[src/rtl/op_sequencer_pkg.sv]
// +----------------------------------------------------------------------+
// | op_sequencer_pkg - shared state, result-entry and width definitions  |
// | Revision: 1.0                                                        |
// +----------------------------------------------------------------------+
`default_nettype none

package op_sequencer_pkg;

  // CMD/NUM mirror the most-significant-bit indices used by the engine
  localparam int CMD   = 3;
  localparam int NUM   = 15;
  localparam int CMD_W = CMD + 1;
  localparam int NUM_W = NUM + 1;

  typedef enum logic [1:0] {
    ST_IDLE  = 2'd0,
    ST_ISSUE = 2'd1,
    ST_WAIT  = 2'd2,
    ST_PUSH  = 2'd3
  } state_e;

  typedef struct packed {
    logic             err;
    logic [NUM_W-1:0] data;
  } res_entry_t;

endpackage

`default_nettype wire

[src/rtl/op_sequencer_res_fifo.sv]
// +----------------------------------------------------------------------+
// | res_fifo - first-word-fall-through result FIFO, typed entries        |
// | Revision: 1.0                                                        |
// +----------------------------------------------------------------------+
`default_nettype none

module res_fifo #(
  parameter int  DEPTH = 4,
  parameter type T     = logic
) (
  input  logic clk_i,
  input  logic rst_i,
  input  logic push_i,
  input  T     push_data_i,
  output logic push_ready_o,
  input  logic pop_i,
  output logic valid_o,
  output T     head_o
);

  localparam int             PTR_W    = $clog2(DEPTH);
  localparam logic [PTR_W:0] FULL_CNT = (PTR_W + 1)'(DEPTH);

  T                 mem_q [DEPTH];
  logic [PTR_W-1:0] wr_q, wr_d;
  logic [PTR_W-1:0] rd_q, rd_d;
  logic [PTR_W:0]   cnt_q, cnt_d;
  logic             empty, full, do_pop, do_push;

  assign empty        = (cnt_q == '0);
  assign full         = (cnt_q == FULL_CNT);
  assign do_pop       = pop_i && !empty;
  // A pop in the same cycle frees the slot, so a full FIFO still accepts
  assign push_ready_o = !full || do_pop;
  assign do_push      = push_i && push_ready_o;
  assign valid_o      = !empty;

  always_comb begin
    wr_d  = wr_q;
    rd_d  = rd_q;
    cnt_d = cnt_q;
    if (do_push) wr_d = wr_q + PTR_W'(1);
    if (do_pop)  rd_d = rd_q + PTR_W'(1);
    case ({do_push, do_pop})
      2'b10:   cnt_d = cnt_q + (PTR_W + 1)'(1);
      2'b01:   cnt_d = cnt_q - (PTR_W + 1)'(1);
      default: cnt_d = cnt_q;
    endcase
  end

  always_ff @(posedge clk_i or posedge rst_i) begin
    if (rst_i) begin
      wr_q  <= '0;
      rd_q  <= '0;
      cnt_q <= '0;
    end else begin
      wr_q  <= wr_d;
      rd_q  <= rd_d;
      cnt_q <= cnt_d;
    end
  end

  always_ff @(posedge clk_i) begin
    if (do_push) mem_q[wr_q] <= push_data_i;
  end

  always_comb begin
    head_o = '0;
    if (!empty) head_o = mem_q[rd_q];
  end

endmodule

`default_nettype wire

[src/rtl/op_sequencer.sv]
// +----------------------------------------------------------------------+
// | op_sequencer - issues ops to an engine, collects results into a FIFO |
// | Revision: 1.0                                                        |
// +----------------------------------------------------------------------+
`default_nettype none

module op_sequencer
  import op_sequencer_pkg::*;
#(
  parameter int TIMEOUT    = 16,
  parameter int FIFO_DEPTH = 4
) (
  input  logic             clk,
  input  logic             reset,
  input  logic             s_valid,
  output logic             s_ready,
  input  logic [CMD_W-1:0] s_cmd,
  input  logic [NUM_W-1:0] s_a,
  input  logic [NUM_W-1:0] s_b,
  output logic             enable,
  output logic [CMD_W-1:0] cmd,
  output logic [NUM_W-1:0] in1,
  output logic [NUM_W-1:0] in2,
  input  logic [NUM_W-1:0] out,
  input  logic             valid,
  output logic             m_valid,
  input  logic             m_ready,
  output logic [NUM_W-1:0] m_data,
  output logic             m_err,
  output logic [15:0]      ops_done,
  output logic [15:0]      timeouts,
  output logic             stray
);

  localparam int                TCNT_W   = $clog2(TIMEOUT);
  localparam logic [TCNT_W-1:0] TCNT_MAX = TCNT_W'(TIMEOUT - 1);

  state_e            state_q, state_d;
  logic              rdy_q;
  logic [CMD_W-1:0]  cmd_q, cmd_d;
  logic [NUM_W-1:0]  a_q, a_d;
  logic [NUM_W-1:0]  b_q, b_d;
  logic [TCNT_W-1:0] tcnt_q, tcnt_d;
  res_entry_t        res_q, res_d;
  logic [15:0]       ops_done_q, ops_done_d;
  logic [15:0]       timeouts_q, timeouts_d;
  logic              stray_q, stray_d;
  logic              fifo_push, fifo_push_ready;
  res_entry_t        fifo_head;

  // rdy_q keeps s_ready low until the first edge after reset releases
  assign s_ready = rdy_q && (state_q == ST_IDLE);
  assign enable  = (state_q == ST_ISSUE);
  assign cmd     = cmd_q;
  assign in1     = a_q;
  assign in2     = b_q;

  always_comb begin
    state_d   = state_q;
    cmd_d     = cmd_q;
    a_d       = a_q;
    b_d       = b_q;
    tcnt_d    = tcnt_q;
    res_d     = res_q;
    fifo_push = 1'b0;
    case (state_q)
      ST_IDLE: begin
        if (s_valid && s_ready) begin
          cmd_d   = s_cmd;
          a_d     = s_a;
          b_d     = s_b;
          state_d = ST_ISSUE;
        end
      end
      ST_ISSUE: begin
        tcnt_d  = '0;
        state_d = ST_WAIT;
      end
      ST_WAIT: begin
        // A result landing on the last allowed cycle beats the timeout
        if (valid) begin
          res_d   = '{err: 1'b0, data: out};
          state_d = ST_PUSH;
        end else if (tcnt_q == TCNT_MAX) begin
          res_d   = '{err: 1'b1, data: '0};
          state_d = ST_PUSH;
        end else begin
          tcnt_d = tcnt_q + TCNT_W'(1);
        end
      end
      ST_PUSH: begin
        if (fifo_push_ready) begin
          fifo_push = 1'b1;
          state_d   = ST_IDLE;
        end
      end
      default: state_d = ST_IDLE;
    endcase
  end

  always_comb begin
    ops_done_d = ops_done_q;
    timeouts_d = timeouts_q;
    stray_d    = stray_q;
    if (fifo_push) begin
      if (res_q.err) timeouts_d = timeouts_q + 16'd1;
      else           ops_done_d = ops_done_q + 16'd1;
    end
    if (valid && (state_q != ST_WAIT)) stray_d = 1'b1;
  end

  always_ff @(posedge clk or posedge reset) begin
    if (reset) begin
      state_q    <= ST_IDLE;
      rdy_q      <= 1'b0;
      cmd_q      <= '0;
      a_q        <= '0;
      b_q        <= '0;
      tcnt_q     <= '0;
      res_q      <= '0;
      ops_done_q <= '0;
      timeouts_q <= '0;
      stray_q    <= 1'b0;
    end else begin
      state_q    <= state_d;
      rdy_q      <= 1'b1;
      cmd_q      <= cmd_d;
      a_q        <= a_d;
      b_q        <= b_d;
      tcnt_q     <= tcnt_d;
      res_q      <= res_d;
      ops_done_q <= ops_done_d;
      timeouts_q <= timeouts_d;
      stray_q    <= stray_d;
    end
  end

  res_fifo #(
    .DEPTH (FIFO_DEPTH),
    .T     (res_entry_t)
  ) u_res_fifo (
    .clk_i        (clk),
    .rst_i        (reset),
    .push_i       (fifo_push),
    .push_data_i  (res_q),
    .push_ready_o (fifo_push_ready),
    .pop_i        (m_ready),
    .valid_o      (m_valid),
    .head_o       (fifo_head)
  );

  assign m_data   = fifo_head.data;
  assign m_err    = fifo_head.err;
  assign ops_done = ops_done_q;
  assign timeouts = timeouts_q;
  assign stray    = stray_q;

endmodule

`default_nettype wire
[config.mk]
export PLATFORM = sky130hd
export DESIGN_NAME = op_sequencer
export DESIGN_NICKNAME = d
export VERILOG_FILES = /design/src/rtl/op_sequencer_pkg.sv /design/src/rtl/op_sequencer_res_fifo.sv /design/src/rtl/op_sequencer.sv
export SDC_FILE = /design/constraint.sdc
export NUM_CORES = 1
export LEC_CHECK = 0
export CORE_UTILIZATION = 38
export DETAILED_ROUTE_END_ITERATION = 6
export DONT_BUFFER_PORTS = 1
export PLACE_DENSITY = 0.49
export SYNTH_ARGS = -nofsm -noshare
export SYNTH_HDL_FRONTEND = slang
export SYNTH_SLANG_ARGS = --single-unit
[constraint.sdc]
create_clock -name clk -period 4.13 [get_ports clk]
set_input_delay 1.0325 -clock clk [delete_from_list [all_inputs] [get_ports clk]]
set_output_delay 1.0325 -clock clk [all_outputs]
set_load 0.005 [all_outputs]
==> run summary, run 1 <==
Status = finished clean
Comb power frac = 0.218
WP data required = 3.10 ns
Port Buffers = 0
Worst r2r dst = state_q[0]
Crit-path max cell delay = 0.89 ns
CP Launch Type = flip-flop
Area grow syn2layout = 12.3%
Synthesis-stage register bit count = 168
Hold WC Path Type = flip-flop to flip-flop
Post-CTS setup buffers = 0
Share of cells above drive strength 1 = 0.205
Worst slew margin = 0.329
Largest area contributor in the netlist = dfrtp_1
Hold Fails Final Rpt = 0
Yosys warns = 0
Worst ir drop on vdd = 0.315 mV
Antenna Violating Nets Remaining = 0
Synth Cell Area = 0.00672 sq mm
Post-DR vias/cell = 5.16
Top delay family on crit path = flip-flops
CP Max Fanout = 18
Total power = 5.40 mW
PostCTS Resize Cnt = 0
Top-count cell post-synth = dfrtp_1
Antenna diode count = 0
Reg2reg setup slack = 1.55 ns
Gate Count Post-Synth = 420
Worst hold start = timeouts[15]
Pre-CTS setup slack = 1.14 ns
Part of the Yosys area used for sequential elements = 0.676
Drc violations = 0
Minimum clock period after layout = 3.00 ns
Crit path buffers/inverters = 0
GRT Total Usage = 0.146
Initial antenna violation count = 0
Clock transition at path regs = 0.06 ns
Syn_nets = 491
Core Util, Final = 0.437
Clock share of power = 0.289
CP Launch Point = u_res_fifo.rd_q[1]
Max-cap viol count = 0
Top_reg_cell synth = dfrtp_1
Filler Cells Inserted = 1588
Vias in the first global route = 3619
CTS tree = done
Synth cell types = 40
Crit path max-delay cell type = dfrtp_1
Net switching power = 1.61 mW
Crit Path Class = flip-flop to output pin
Sink Count = 168
First-pass GRT wire length = 19500 um
Post-synth top cells = dfrtp_1, edfxtp_1, mux2_2
Crit path to = m_data[0]
Clk_skew = 0.00903 ns
Seq pwr share = 0.494
Avg Synthesized Cell Area = 16.0 sq um
Cell-internal power = 3.79 mW
Starting Density = 0.389
Static leakage power = 2.99 nW
Chip height = 135 um
Die footprint = 0.0182 sq mm
Ranking of synthesized cells by area = dfrtp_1, edfxtp_1, mux2_2
Hold-fix buffers, CTS = 0
Clk_lat worst skew = 0.42 ns
Worst r2r src = state_q[0]
Post-synth EDFFs = 68
Fin crit share = 0.726
Sw frac = 0.299
Crit-path cells = mux4_2, and2_1
RSZ-0062 raised after global routing = no
Row count = 48
Max-slew violations = 0
FMAX = 333 MHz
CP Depth = 2
Deepest level of the CTS H-tree = 4
Die X = 135 um
Routed wire per std cell = 18.8 um
Core ar. = 0.0173 sq mm
Post-synth top area share = 0.372
Worst Slack Setup Final = 1.13 ns
Hold_ws = 0.498 ns
Max clock buf depth = 2
DP HPWL = 7860 um
Final setup vio count = 0
Routed vias = 3426
Pwr Density = 715 mW/mm^2
Largest net degree at the start of global routing = 63
Placer Congestion = 0.743
Total negative slack = 0 ns
Final #Nets = 497
CTS root buffer = clkbuf_16
CP endpoint kind = output pin
Gr ovfl total = 0
Worst endpoint data arrival time = 1.97 ns
IO Pins = 146
DR pass1 iterations = 4
Num CTS Buffers = 17
Worst slew pin tran = 0.998 ns
Final WL = 12500 um
Worst-case reg-to-reg path depth = 6
Fraction of registers with async set/reset = 0.595
Initial DRC Count = 157
flip-flops by register name, summed over array words and instances (netlist names):
register / count
ops_done: 16
in2: 16
state_q: 2
stray: 1
cmd: 4
u_res_fifo.cnt_q: 3
u_res_fifo.wr_q: 2
rdy_q: 1
timeouts: 16
in1: 16
tcnt_q: 4
res_q: 17
u_res_fifo.rd_q: 2
u_res_fifo.mem_q: 68
how the worst min path moves through the flow:
stage	to	cells after the start
finish	timeouts[15]	1
CTS	timeouts[15]	1
global placement	u_res_fifo.cnt_q[2]	1
floorplan	stray	1
global route	ops_done[14]	1
detailed placement	timeouts[15]	1
area by class of cell:
class / instances / area (sq um) / area share
flip-flops and latches: 168 / 4540 / 0.602
multi-input cells: 224 / 2070 / 0.274
clock buffers: 19 / 433 / 0.0573
well taps: 225 / 282 / 0.0373
clock inverters: 13 / 145 / 0.0192
inverters: 13 / 51.3 / 0.00679
repair buffers: 2 / 27.5 / 0.00365
routing by layer:
layer / share of wire / wire [um] / up-vias / GRT usage
li1: - / - / 1535 / -
met2: 0.46 / 5760 / 113 / 0.220
met1: 0.44 / 5480 / 1767 / 0.184
met3: 0.083 / 1040 / 11 / 0.0601
met4: 0.014 / 178 / 0 / 0.0618
met5: 0 / 0 / - / 0
cells by family after synthesis:
group	count (synthesis)	synth area share
AND/OR/NAND/NOR	87	0.0756
multiplexers	56	0.122
buffers and inverters	28	0.0169
AO/OA/AOI/OAI	30	0.0346
flip-flops	168	0.676
other	1	0.000558
XOR/XNOR	36	0.0469
adder cells (fa/ha/maj)	14	0.0272
stage by stage:
| step | instances | instance area (sq um) |
|---|---|---|
| floorplan | 420 | 6720 |
| global route | 664 | 7550 |
| CTS | 664 | 7550 |
| detailed placement | 632 | 6970 |
| global placement | 632 | 6970 |
| finish | 664 | 7550 |
cells in the final DEF, fill, tap and decap left out, drive strengths merged, types with 2 or more instances in the layout:
cell type and n:
bufinv 2, nor2 4, o21ai 6, ha 13, inv 16, and4 2, and3 8, nand2 14
clkbuf 19, nand3 16, xnor2 28, dfrtp 100, mux4 17, xor2 8, nor3b 2, edfxtp 68
nand4 6, mux2 38, a22o 16, nor4 3, and2 24, clkinvlp 2, nand2b 2, a21o 2
buf 2, nor3 2, clkinv 6
power groups by stage:
stage                     clock, mW  combinational (mW)  sequential (mW)
after detailed placement          0                1.21             2.70
after global routing           1.65                1.33             2.74
after global placement            0                1.17             2.69
after floorplan                   0                1.02             2.54
after CTS                      1.60                1.21             2.68
final                          1.56                1.18             2.67
Note: power is estimated with default switching activity, not from simulation.
==> run 2, diff against run 1 <==
- PLACE_DENSITY: 0.49 -> 0.51
- clock period: 4.13 -> 2.55 ns (I/O delays scaled with it)
==> run 2 against run 1 <==
  * Via count grew 0.67%
  * Clock skew fell by 0.0014 ns
  * Sequential share of layout area fell by 0.57 points
  * Die area unchanged
  * Worst hold slack worse by 0.28 ns
  * Final cell count is 2.1% higher
  * Critical path type unchanged
==> run summary, run 2 (synthesis gave the netlist of run 1 again) <==
Final WL = 12800 um (was 12500 um)
Total power = 8.73 mW (was 5.40 mW)
Num CTS Buffers = 17 (unchanged)
Pre-CTS setup slack = 0.296 ns (was 1.14 ns)
Max clock buf depth = 2 (unchanged)
DR top layer = met4 (unchanged)
Final setup vio count = 0 (unchanged)
Clk_skew = 0.00765 ns (was 0.00903 ns)
Deepest level of the CTS H-tree = 4 (unchanged)
Top flop regs = u_res_fifo.mem_q x68, res_q x17 (unchanged)
Most frequent cells in the layout = dfrtp_1, edfxtp_1, mux2_2 (unchanged)
Placer Congestion = 0.736 (was 0.743)
Hold WC Path Type = input pin to async pin (was flip-flop to flip-flop)
FMAX = 417 MHz
Final #Nets = 510 (was 497)
Minimum clock period after layout = 2.40 ns
Cell count after placement = 645 (was 632)
CTS root buffer = clkbuf_16 (unchanged)
Crit Path Class = flip-flop to output pin (unchanged)
Total negative slack = 0 ns (unchanged)
Hold-fix buffers, CTS = 0 (unchanged)
Static leakage power = 3.04 nW (was 2.99 nW)
Hold Fails Final Rpt = 0 (unchanged)
Clock transition at path regs = 0.06 ns (about the same)
Pwr Density = 1150 mW/mm^2 (was 715 mW/mm^2)
Drc violations = 0 (unchanged)
RSZ-0062 raised after global routing = no (unchanged)
Met2 wire len = 6250 um (was 5760 um)
Max FFs per register = 68 (unchanged)
Commonest non-fill, non-tap cell in the layout = dfrtp_1 (unchanged)
Filler Cells Inserted = 1603 (was 1588)
Antenna Violating Nets Remaining = 0 (unchanged)
CP endpoint kind = output pin (unchanged)
Core Util, Final = 0.441 (was 0.437)
Post-route cell area = 0.00762 sq mm (was 0.00755 sq mm)
Routed vias = 3449 (was 3426)
Clk_lat worst skew = 0.42 ns (about the same)
Worst endpoint data arrival time = 1.76 ns (was 1.97 ns)
Routed wire per std cell = 18.9 um (was 18.8 um)
Worst slew pin tran = 0.929 ns (was 0.998 ns)
Area grow syn2layout = 13.4% (was 12.3%)
Status = finished clean (unchanged)
Max-slew violations = 0 (unchanged)
Post-DR vias/cell = 5.09 (was 5.16)
GRT Total Usage = 0.151 (was 0.146)
Share of cells above drive strength 1 = 0.221 (was 0.205)
Post-Route M1 WL = 5530 um (was 5480 um)
Starting Density = 0.389 (unchanged)
Initial antenna violation count = 0 (unchanged)
IO Pins = 146 (unchanged)
Worst slew margin = 0.380 (was 0.329)
Chip height = 135 um (unchanged)
Initial DRC Count = 120 (was 157)
Die X = 135 um (unchanged)
CP Max Fanout = 12 (was 18)
Placed Instance Area = 0.00707 sq mm (was 0.00697 sq mm)
Most flop-heavy register = u_res_fifo.mem_q (unchanged)
Worst ir drop on vdd = 0.499 mV (was 0.315 mV)
Max-cap viol count = 0 (unchanged)
Fin crit share = 0.940
CTS tree = done (unchanged)
DP HPWL = 8250 um (was 7860 um)
Final cell count without fillers = 678 (was 664)
Die footprint = 0.0182 sq mm (unchanged)
Worst Slack Setup Final = 0.153 ns (was 1.13 ns)
Hold_ws = 0.218 ns (was 0.498 ns)
First-pass GRT wire length = 20300 um (was 19500 um)
CP Launch Type = flip-flop (unchanged)
DR pass1 iterations = 4 (unchanged)
Sink Count = 168 (unchanged)
Port Buffers = 0 (unchanged)
PostCTS Resize Cnt = 0 (unchanged)
Largest net degree at the start of global routing = 101 (was 63)
Core ar. = 0.0173 sq mm (unchanged)
Vias in the first global route = 3724 (was 3619)
Routed wl met3 = 909 um (was 1040 um)
Row count = 48 (unchanged)
Gr ovfl total = 0 (unchanged)
Post-CTS setup buffers = 0 (unchanged)
WP data required = 1.91 ns (was 3.10 ns)
==> run 2: power breakdown <==
group / switching, mW / internal [mW]
clock network: 0.982 / 1.43
registers: 0.579 / 3.69
logic: 0.994 / 1.06
==> run 2: cell type report <==
cell class              instances  area, sq um  share of cell area
multi-input cells             224         2070               0.271
diodes                          1         2.50            0.000328
clock inverters                10          105              0.0138
clock buffers                  22          444              0.0583
repair buffers                 15          125              0.0164
flip-flops and latches        168         4540               0.596
well taps                     225          282              0.0369
inverters                      13         52.6             0.00689
==> run 2: per-layer routing <==
layer | vias to the layer above | track usage
met2 | 107 | 0.240
met3 | 6 | 0.0657
met5 | - | 0
met1 | 1765 | 0.185
met4 | 0 | 0.0487
li1 | 1571 | -
==> run 2: worst max-delay path, stage by stage, from the launching register on <==
cell and delay (ns):
dfrtp_1 0.34, buf_4 0.27, mux4_2 0.55, and2_1 0.18
==> run 2: final timing paths <==
| check | startpoint | end | slack [ns] | cells past startpoint |
|---|---|---|---|---|
| setup / recovery | u_res_fifo.rd_q[0] | m_data[2] | 0.15 | 3 |
| hold / removal | reset | cmd[1] | 0.22 | 2 |
| setup reg to reg | u_res_fifo.cnt_q[0] | u_res_fifo.cnt_q[2] | 0.48 | 9 |
| hold reg to reg | timeouts[15] | timeouts[15] | 0.50 | 1 |
| max in group asynchronous | reset | res_q[3] | 1.85 | 2 |
| min in group clk | valid | stray | 0.34 | 1 |
